[config.mk]
export PLATFORM = sky130hd
export DESIGN_NAME = pc_sequencer
export DESIGN_NICKNAME = d
export VERILOG_FILES = /design/src/rtl/pc_sequencer.sv
export SDC_FILE = /design/constraint.sdc
export NUM_CORES = 1
export LEC_CHECK = 0
export ABC_AREA = 1
export CORE_ASPECT_RATIO = 1.2
export CORE_MARGIN = 1.5
export CORE_UTILIZATION = 40
export CTS_CLUSTER_SIZE = 10
export DETAILED_ROUTE_END_ITERATION = 7
export MAX_ROUTING_LAYER = met4
export PLACE_DENSITY = 0.65
export SLEW_MARGIN = 25
export SYNTH_ARGS = -nofsm -noshare
export SYNTH_HDL_FRONTEND = slang
export SYNTH_SLANG_ARGS = --single-unit
[constraint.sdc]
create_clock -name clk -period 1.7 [get_ports clk]
set_input_delay 0.17 -clock clk [delete_from_list [all_inputs] [get_ports clk]]
set_output_delay 0.17 -clock clk [all_outputs]
set_load 0.05 [all_outputs]
[src/rtl/pc_sequencer.sv]
// pc_sequencer: program-counter sequencer for the fetch stage.
// Owns the architectural PC, selects the next fetch address from
// sequential / branch / jump / call / return, keeps a circular
// return-address stack and a RUN/HALTED debug state machine.
// Every output comes straight from a register; inputs only steer
// the next-state logic.
module pc_sequencer #(
  parameter int                WIDTH     = 8,
  parameter logic [WIDTH-1:0]  RESET_PC  = '0,
  parameter logic [WIDTH-1:0]  STEP      = WIDTH'(1),
  parameter int                RAS_DEPTH = 4
) (
  input  logic                             clk,
  input  logic                             reset,
  input  logic                             stall,
  input  logic                             halt,
  input  logic                             resume,
  input  logic                             branch_taken,
  input  logic [WIDTH-1:0]                 branch_target,
  input  logic                             jump,
  input  logic                             call,
  input  logic [WIDTH-1:0]                 jump_target,
  input  logic                             ret,
  output logic [WIDTH-1:0]                 pc,
  output logic                             halted,
  output logic [$clog2(RAS_DEPTH+1)-1:0]   ras_count,
  output logic                             ras_overflow,
  output logic                             ras_underflow
);

  localparam int CNT_W = $clog2(RAS_DEPTH + 1);
  localparam int PTR_W = (RAS_DEPTH > 1) ? $clog2(RAS_DEPTH) : 1;

  localparam logic [CNT_W-1:0] RAS_FULL = CNT_W'(RAS_DEPTH);
  localparam logic [PTR_W-1:0] PTR_LAST = PTR_W'(RAS_DEPTH - 1);

  typedef enum logic {
    RUN    = 1'b0,
    HALTED = 1'b1
  } state_t;

  // PC arithmetic is modulo 2^WIDTH: the sum is simply truncated.
  function automatic logic [WIDTH-1:0] pc_add(input logic [WIDTH-1:0] a,
                                              input logic [WIDTH-1:0] b);
    pc_add = a + b;
  endfunction

  // Stack pointer advance, wrapping at RAS_DEPTH (depth need not be a power of two).
  function automatic logic [PTR_W-1:0] ptr_inc(input logic [PTR_W-1:0] p);
    ptr_inc = (p == PTR_LAST) ? '0 : p + PTR_W'(1);
  endfunction

  // Stack pointer retreat, wrapping at RAS_DEPTH.
  function automatic logic [PTR_W-1:0] ptr_dec(input logic [PTR_W-1:0] p);
    ptr_dec = (p == '0) ? PTR_LAST : p - PTR_W'(1);
  endfunction

  state_t             state_q;
  state_t             state_nxt;
  logic [WIDTH-1:0]   pc_q;
  logic [WIDTH-1:0]   pc_nxt;
  logic [WIDTH-1:0]   seq_pc;
  logic [CNT_W-1:0]   cnt_q;
  logic [PTR_W-1:0]   wp_q;
  logic               ovf_q;
  logic               udf_q;
  logic               do_push;
  logic               do_pop;
  logic               set_ovf;
  logic               set_udf;

  // wp_q is the next slot to write; the top of stack sits one below it.
  // When the stack is full, wp_q lands on the oldest entry, so a push
  // there overwrites exactly the entry that must be dropped.
  logic [WIDTH-1:0]   ras_mem [RAS_DEPTH];

  assign seq_pc = pc_add(pc_q, STEP);

  // State register: RUN/HALTED, forced to RUN by reset.
  always_ff @(posedge clk) begin
    if (!reset) begin
      state_q <= RUN;
    end else begin
      state_q <= state_nxt;
    end
  end

  // Next-state logic: halt wins in RUN, resume wins in HALTED.
  always_comb begin
    state_nxt = state_q;
    case (state_q)
      RUN:     if (halt)   state_nxt = HALTED;
      HALTED:  if (resume) state_nxt = RUN;
      default: state_nxt = RUN;
    endcase
  end

  // Next-PC selection and stack control; only RUN without halt/stall acts.
  always_comb begin
    pc_nxt  = pc_q;
    do_push = 1'b0;
    do_pop  = 1'b0;
    set_ovf = 1'b0;
    set_udf = 1'b0;
    if (state_q == RUN && !halt && !stall) begin
      if (ret) begin
        if (cnt_q != '0) begin
          pc_nxt = ras_mem[ptr_dec(wp_q)];
          do_pop = 1'b1;
        end else begin
          pc_nxt  = seq_pc;
          set_udf = 1'b1;
        end
      end else if (call) begin
        pc_nxt  = jump_target;
        do_push = 1'b1;
        set_ovf = (cnt_q == RAS_FULL);
      end else if (jump) begin
        pc_nxt = jump_target;
      end else if (branch_taken) begin
        pc_nxt = branch_target;
      end else begin
        pc_nxt = seq_pc;
      end
    end
  end

  // PC, stack pointer, occupancy and sticky flags.
  always_ff @(posedge clk) begin
    if (!reset) begin
      pc_q  <= RESET_PC;
      cnt_q <= '0;
      wp_q  <= '0;
      ovf_q <= 1'b0;
      udf_q <= 1'b0;
    end else begin
      pc_q <= pc_nxt;
      if (do_push) begin
        wp_q <= ptr_inc(wp_q);
        if (cnt_q != RAS_FULL) cnt_q <= cnt_q + CNT_W'(1);
      end else if (do_pop) begin
        wp_q  <= ptr_dec(wp_q);
        cnt_q <= cnt_q - CNT_W'(1);
      end
      if (set_ovf) ovf_q <= 1'b1;
      if (set_udf) udf_q <= 1'b1;
    end
  end

  // Return-address storage; contents are don't-care until pushed.
  always_ff @(posedge clk) begin
    if (reset && do_push) begin
      ras_mem[wp_q] <= seq_pc;
    end
  end

  // Outputs are direct register views.
  always_comb begin
    pc            = pc_q;
    halted        = (state_q == HALTED);
    ras_count     = cnt_q;
    ras_overflow  = ovf_q;
    ras_underflow = udf_q;
  end

endmodule

# Yosys cells after proc, flatten, opt, wreduce, memory -nomap -nowiden
# Memory sizes are Yosys's and may differ from the RTL's.
# Index checks and enable logic that the tools add are counted.
[totals]
mem_count = 1
output_inout_bits = 14
reg_bits = 16
word_cells = 55
ram_bits = 32
[mem_list]
columns = ["memory", "depth", "width", "rd", "rd_ports_with_merged_regs", "write_ports", "line_no", "source"]
rows = [
  ["ras_mem", 4, 8, 1, 0, 1, "75", "logic [WIDTH-1:0] ras_mem [RAS_DEPTH];"],
]
[op_classes]
add_sub_neg = 5
bitwise = 1
reduce_logical = 9
muxes = 29
n_eq_ne = 4
[ops]
columns = ["operator", "n"]
rows = [
  ["$mux 8", 5],
  ["$mux 1", 16],
  ["$mux 3", 3],
  ["$add 8x1->8 const B", 1],
  ["$mux 2", 4],
  ["$add 3x1->3 const B", 1],
  ["$eq 3x3->1 const B", 1],
  ["$logic_and 1x1->1", 3],
  ["$ne 3x3->1 const B", 1],
  ["$reduce_bool 3->1", 1],
  ["$sub 3x1->3 const B", 1],
  ["$add 2x1->2 const B", 1],
  ["$eq 2x2->1 const B", 1],
  ["$logic_not 1->1", 2],
  ["$logic_not 2->1", 1],
  ["$ne 2x1->1 const B", 1],
  ["$pmux 1 s2", 1],
  ["$reduce_and 2->1", 1],
  ["$reduce_bool 2->1", 1],
  ["$sub 2x1->2 const B", 1],
  ["$not 1->1", 1],
]

# Depth between registers and ports, before layout
# Gate-level depths: netlist of run 1.
[depth]
ltp_word = 7
ltp_mapped = 12
depth_no_buf = 10

# Least setup slack after synthesis of run 1
# No wires, ideal clock.
[synth_timing]
path_kind = "register -> register"
from = "reg state_q (netlist: halted)"
to = "mem ras_mem[1][0] (enable)"
required_time_ns = 1.329
period_less_slack_ns = 1.856
slack_ns = -0.156
n_path_buf = 1
arrival_ns = 1.486
path_stages_with_launch = 7
path_cell_list = "dfxtp_1 nor2_4 nand2_4 clkinv_2 buf_6 nand3_2 nor2_1"
[synth_via]
elab_chain_len = 7
[synth_rtl]
columns = ["element", "line_no", "source"]
rows = [
  ["from (decl)", "58", "state_t state_q;"],
  ["from (signal assigned)", "84", "state_q <= state_nxt;"],
  ["$not 1->1", "--", ""],
  ["$logic_and 1x1->1 (2 in a row)", "105", "if (state_q == RUN && !halt && !stall) begin"],
  ["$mux 1", "105", ""],
  ["$logic_and 1x1->1", "152", "if (reset && do_push) begin"],
  ["$mux 1", "152", ""],
  ["$mux 1 (not written as such)", "153", "ras_mem[wp_q] <= seq_pc;"],
  ["to (decl)", "75", ""],
]
# Every way passes these cells.

# Worst setup path after layout of run 1
[layout_timing]
from = "reg state_q (netlist: halted)"
to = "out halted"
[layout_rtl]
columns = ["element", "line_no", "source"]
rows = [
  ["to (decl)", "25", "output logic halted,"],
]
# No word-level cell between the ends.

==> impl_metrics.py, run 1 <==
metrics = {
    "timing": {
        "period_share_pct": 97.02,
        "finalSetupViolCount": 0,
        "tns_ns": 0,
        "hold_viol": 0,
        "max_slew_margin_pct": 66.65,
        "rsz0062_at_grt": "no",
        "drv_slew": 0,
        "worst_slack_ns": 0.05062,
        "fin_skew_ns": 0.007818,
        "tightestPinTransition_ns": 0.4987,
        "max_freq_mhz": 606.3,
        "finalCriticalPeriod_ns": 1.649,
    },
    "clock_network": {
        "clkLatencyLatePin_ns": 0.30,
        "cts_hold_buffers": 0,
        "cts_tree": "built",
        "cts_buffers": 5,
        "htreeDepth": 2,
        "clk_pin_slew_worst_paths_ns": 0.09,
        "cts.sinks": 48,
        "cts_root_buf": "clkbuf_8",
        "cts_resized": 0,
        "cts_setup_buffers": 0,
        "cts.path.max_buffers": 2,
    },
    "floorplan": {
        "core_um2": 6366,
        "start_util_pct": 41.06,
        "die-area_um2": 7030,
        "fp-row-count": 32,
        "ioPinCount": 39,
        "die_h_um": 91.55,
        "die_w_um": 76.79,
    },
    "layout": {
        "seq_area_um2": 1284,
        "diodes": 0,
        "area_growth_pct": 27.05,
        "multi_input_area_um2": 1116,
        "fillers": 666,
        "stdcell_area_um2": 3321,
        "drive_above_1_share_pct": 16.00,
        "nNetsFinal": 430,
    },
    "critical_path": {
        "crit_buf_inv": 1,
        "start_kind": "register",
        "slowest_delay_ns": 0.81,
        "cp.arrival_ns": 1.48,
        "cp_top_family": "buffers and inverters",
        "worstPathCellList": "clkdlybuf4s50_1",
        "crit_fanout": 3,
        "critPathSlowestCell": "clkdlybuf4s50_1",
        "worstSetupPathType": "register to output port",
        "critPathRequiredTime_ns": 1.53,
        "crit_path_end_kind": "output port",
    },
    "synth": {
        "synth_top_cell_area_share_pct": 36.76,
        "yosysUniqueCellTypes": 26,
        "syn-num-nets": 367,
        "ys.flop_type": "edfxtp_1",
        "synth_area_um2": 2614,
        "yosysWarnings": 0,
        "netlist.top_cell.by_area": "edfxtp_1",
        "synthTopCellsByCount": "105 x nand2_1, 49 x nand3_1, 44 x inv_1, 36 x nor2_1, 32 x edfxtp_1",
        "synth_edf_count": 32,
        "synth.most_common_cell": "nand2_1",
        "yosysSeqAreaShare_pct": 49.02,
        "ys_seq_elements": 48,
        "avgSynthCellArea_um2": 7.779,
        "ys_top_cells_by_area": "edfxtp_1 37%, nand2_1 15%, dfxtp_1 12%",
        "syn_inst": 336,
        "ys_async_sr_fraction_pct": 0,
    },
    "global_routing": {
        "gr-total-overflow": 0,
        "grt_pass1_wl_um": 10610,
        "grt.total_usage_pct": 20.40,
        "antenna_found_initial": 0,
        "grt_max_degree": 20,
        "grt_pass1_vias": 2227,
    },
    "route": {
        "vias_per_cell": 4.718,
        "wl_um": 6241,
        "num_vias": 2288,
        "drtPass1Iterations": 4,
        "antenna_left": 0,
        "wl_per_cell_um": 12.87,
        "route.detailed.drc": 0,
        "first_iter_violations": 152,
    },
    "placement": {
        "post-place-ws_ns": -0.07641,
        "io_buffer_count": 38,
        "dp_hpwl_um": 4894,
        "gp_congestion": 0.9992,
        "placed_area_um2": 3224,
    },
    "hold_path": {
        "hold_class": "primary input to register",
    },
    "power": {
        "swShare_pct": 27.70,
        "p_leak_nw": 1.483,
        "combPwrFrac_pct": 19.7,
        "p_seq_share_pct": 52.2,
        "clkPwrFrac_pct": 28.1,
        "p_int_mw": 1.796,
        "switchingPower_uw": 688.3,
        "powerDensity_nw_per_um2": 748.2,
        "ir_drop_mv": 0.3307,
    },
    "run_status": {
        "outcome": "finished, final reports clean",
    },
    "job": {
        "cap_viol_max_count": 0,
    },
}
[worst paths after layout]
kind / startpoint / to / slack, ns / cells past startpoint
max: halted / halted / 0.05 / 1
min: resume / halted / 0.41 / 2
max reg2reg: pc[0] / pc[6] / 0.16 / 10
min reg2reg: halted / halted / 0.47 / 1
[power groups by stage]
stage,clock [mW],sequential [mW],combinational [mW]
floorplan,0,1.39,0.219
global placement,0,1.32,0.482
detailed placement,0,1.32,0.488
CTS,0.713,1.30,0.488
global route,0.764,1.30,0.539
finish,0.698,1.30,0.488
[cell families (layout without fill, tap and decap cells)]
kind of cell             count (synthesis)  in the layout  share of synthesized area [%]
buffers and inverters                   55            119                          8.760
XOR/XNOR                                 1              1                         0.3351
AND/OR/NAND/NOR                        201            201                          33.13
AO/OA/AOI/OAI                           25             25                          5.601
adder cells (fa/ha/maj)                  6              6                          3.159
flip-flops                              48             48                          49.02
[cells in the final DEF (no fill, tap or decap), drive strengths merged]
| cell type | netlist | routed |
|---|---|---|
| nand4 | 2 | 2 |
| o21a | 1 | 1 |
| nand2 | 107 | 107 |
| dfxtp | 16 | 16 |
| ha | 5 | 5 |
| a21boi | 2 | 2 |
| clkdlybuf4s50 | 0 | 27 |
| buf | 7 | 36 |
| edfxtp | 32 | 32 |
| nor2 | 41 | 41 |
| a21oi | 9 | 9 |
| inv | 47 | 48 |
| xor2 | 1 | 1 |
| nand3 | 51 | 51 |
| clkinv | 1 | 1 |
| clkbuf | 0 | 7 |
| o21ai | 12 | 12 |
| a211oi | 1 | 1 |
| fa | 1 | 1 |
[layer usage]
layer  share of wire, %  up-vias  global-route usage, %
met4                3.2        0                  9.877
met5                  0        -                      -
met3                4.4       14                  3.015
li1                   -     1198                      -
met2                 48       65                  33.19
met1                 44     1011                  24.74
[state kept, by name, indices dropped and copies added, names as in the netlist]
name / flops
ras_underflow: 1
ras_overflow: 1
ras_mem: 32
pc: 8
wp_q: 2
ras_count: 3
halted: 1
[final cells by class]
class / count / share of cell area [%]
clock buffers: 7 / 2.600
clock inverters: 1 / 0.1884
inverters: 48 / 5.463
multi-input cells: 233 / 33.61
flip-flops and latches: 48 / 38.66
well taps: 85 / 3.203
repair buffers: 63 / 16.28
[stage by stage]
stage | total power, mW | std cells | hold WS [ns] | utilization [%]
finish | 2.485 | 485 | 0.4094 | 52.16
global placement | 1.806 | 477 | 0.4508 | 50.65
detailed placement | 1.813 | 477 | 0.4628 | 50.65
global route | 2.606 | 485 | 0.4320 | 52.16
CTS | 2.499 | 485 | 0.4072 | 52.10
floorplan | 1.611 | 336 | 0.2662 | -
Note: power is estimated with default switching activity, not from simulation.
==> inputs of run 2 (changes only) <==
--- a/config.mk
+++ b/config.mk
@@ -9,10 +9,9 @@
 export CORE_ASPECT_RATIO = 1.2
 export CORE_MARGIN = 1.5
 export CORE_UTILIZATION = 40
-export CTS_CLUSTER_SIZE = 10
+export CTS_CLUSTER_SIZE = 8
 export DETAILED_ROUTE_END_ITERATION = 7
 export MAX_ROUTING_LAYER = met4
-export PLACE_DENSITY = 0.65
 export SLEW_MARGIN = 25
 export SYNTH_ARGS = -nofsm -noshare
 export SYNTH_HDL_FRONTEND = slang
==> impl_metrics.py, run 2 (synthesis gave the netlist of run 1 again) <==
metrics = {
    "clock_network": {
        "cts.sinks": 48,
        "cts_tree": "built",
        "cts_buffers": 5,
        "clkLatencyLatePin_ns": 0.30,
        "cts.path.max_buffers": 2,
        "clk_pin_slew_worst_paths_ns": 0.09,
        "cts_setup_buffers": 0,
        "htreeDepth": 2,
        "cts_root_buf": "clkbuf_8",
    },
    "critical_path": {
        "start_kind": "register",
        "crit_end": "halted",
        "worstReg2RegStart": "wp_q[1]",
        "critPathSlowestCell": "clkdlybuf4s50_1",
        "crit_path_end_kind": "output port",
        "startpoint": "halted",
        "worstPathCellList": "clkdlybuf4s50_1",
        "worstSetupPathType": "register to output port",
        "critPathRequiredTime_ns": 1.53,
        "slowest_delay_ns": 0.80,
        "cp_top_family": "buffers and inverters",
        "reg2reg_depth": 10,
        "cp.arrival_ns": 1.47,
        "crit_fanout": 3,
        "reg2reg_slack_ns": 0.18,
        "crit_buf_inv": 1,
        "r2r_end": "pc[4]",
        "path_depth": 1,
    },
    "timing": {
        "hold_viol": 0,
        "whs_ns": 0.4212,
        "drv_slew": 0,
        "rsz0062_at_grt": "no",
        "tightestPinTransition_ns": 0.4898,
        "max_slew_margin_pct": 67.25,
        "finalCriticalPeriod_ns": 1.642,
        "max_freq_mhz": 608.9,
        "finalSetupViolCount": 0,
        "period_share_pct": 96.60,
        "worst_slack_ns": 0.05774,
        "tns_ns": 0,
        "fin_skew_ns": 0.006750,
    },
    "route": {
        "num_vias": 2234,
        "vias_per_cell": 4.635,
        "antenna_left": 0,
        "wl_um": 6311,
        "route.detailed.drc": 0,
        "first_iter_violations": 137,
        "wl_per_cell_um": 13.09,
        "drtPass1Iterations": 5,
    },
    "layout": {
        "utilization_pct": 52.42,
        "regMostFlops": "ras_mem",
        "largest_reg_flops": 32,
        "nNetsFinal": 427,
        "area_growth_pct": 27.67,
        "diodes": 0,
        "mostFrequentLayoutCell": "nand2_1",
        "stdcell_area_um2": 3337,
        "stdcell_count": 482,
        "layout_common_cells": "104 x nand2_1, 49 x nand3_1, 44 x inv_1",
        "drive_above_1_share_pct": 16.12,
        "fillers": 629,
    },
    "floorplan": {
        "die_w_um": 76.79,
        "ioPinCount": 39,
        "die-area_um2": 7030,
        "die_h_um": 91.55,
        "fp-row-count": 32,
        "core_um2": 6366,
        "start_util_pct": 41.06,
    },
    "power": {
        "totalPowerFinal_mw": 2.639,
        "p_leak_nw": 1.474,
        "powerDensity_nw_per_um2": 790.8,
        "ir_drop_mv": 0.4221,
    },
    "global_routing": {
        "grt_max_degree": 20,
        "grt_pass1_vias": 2203,
        "gr-total-overflow": 0,
        "grt.total_usage_pct": 20.20,
        "grt_pass1_wl_um": 10580,
        "antenna_found_initial": 0,
    },
    "run_status": {
        "outcome": "finished, final reports clean",
    },
    "hold_path": {
        "hold_class": "primary input to register",
    },
    "job": {
        "cap_viol_max_count": 0,
    },
    "placement": {
        "post-place-ws_ns": -0.08592,
        "dp_hpwl_um": 4988,
        "gp_congestion": 0.8679,
        "placed_area_um2": 3214,
        "dp_cells": 474,
        "io_buffer_count": 38,
    },
}
==> run 2: repair_timing <==
action	4_1_cts	5_1_grt
endpoints found under the setup margin	0	7
hold buffers	0	0
hold endpoints to repair	0	0
gates resized for setup	0	4
==> run 2: worst min-delay path by stage <==
stage                       start             to  slack (ns)  depth (start not counted)
finish                     resume         halted        0.42                          2
global route               resume         halted        0.42                          2
CTS                        resume         halted        0.42                          2
detailed placement         halted         halted        0.46                          1
global placement    ras_underflow  ras_underflow        0.45                          2
floorplan                  resume         halted        0.27                          1
==> run 2: cell type report <==
type / instances / area [um2] / area share (%)
Multi-Input combinational cell: 233 / 1119 / 33.52
Inverter: 48 / 181.4 / 5.437
Clock buffer: 5 / 68.82 / 2.062
Clock inverter: 3 / 46.29 / 1.387
Timing Repair Buffer: 60 / 530.5 / 15.90
Tap cell: 85 / 106.4 / 3.187
Sequential cell: 48 / 1285 / 38.51
==> run 2: routing by layer <==
metal | routed length (um) | GRT usage, % | up-vias
met5 | 0 | - | -
met1 | 2809 | 23.83 | 975
met3 | 186 | 2.714 | 9
li1 | - | - | 1198
met2 | 3213 | 35.47 | 52
met4 | 101 | 6.327 | 0
==> run 2: where the power goes <==
| part | internal, mW | leakage [nW] | switching (mW) | total [mW] |
|---|---|---|---|---|
| combinational | 0.190 | 0.989 | 0.296 | 0.486 |
| sequential | 1.27 | 0.430 | 0.0263 | 1.30 |
| clock | 0.444 | 0.0548 | 0.409 | 0.853 |
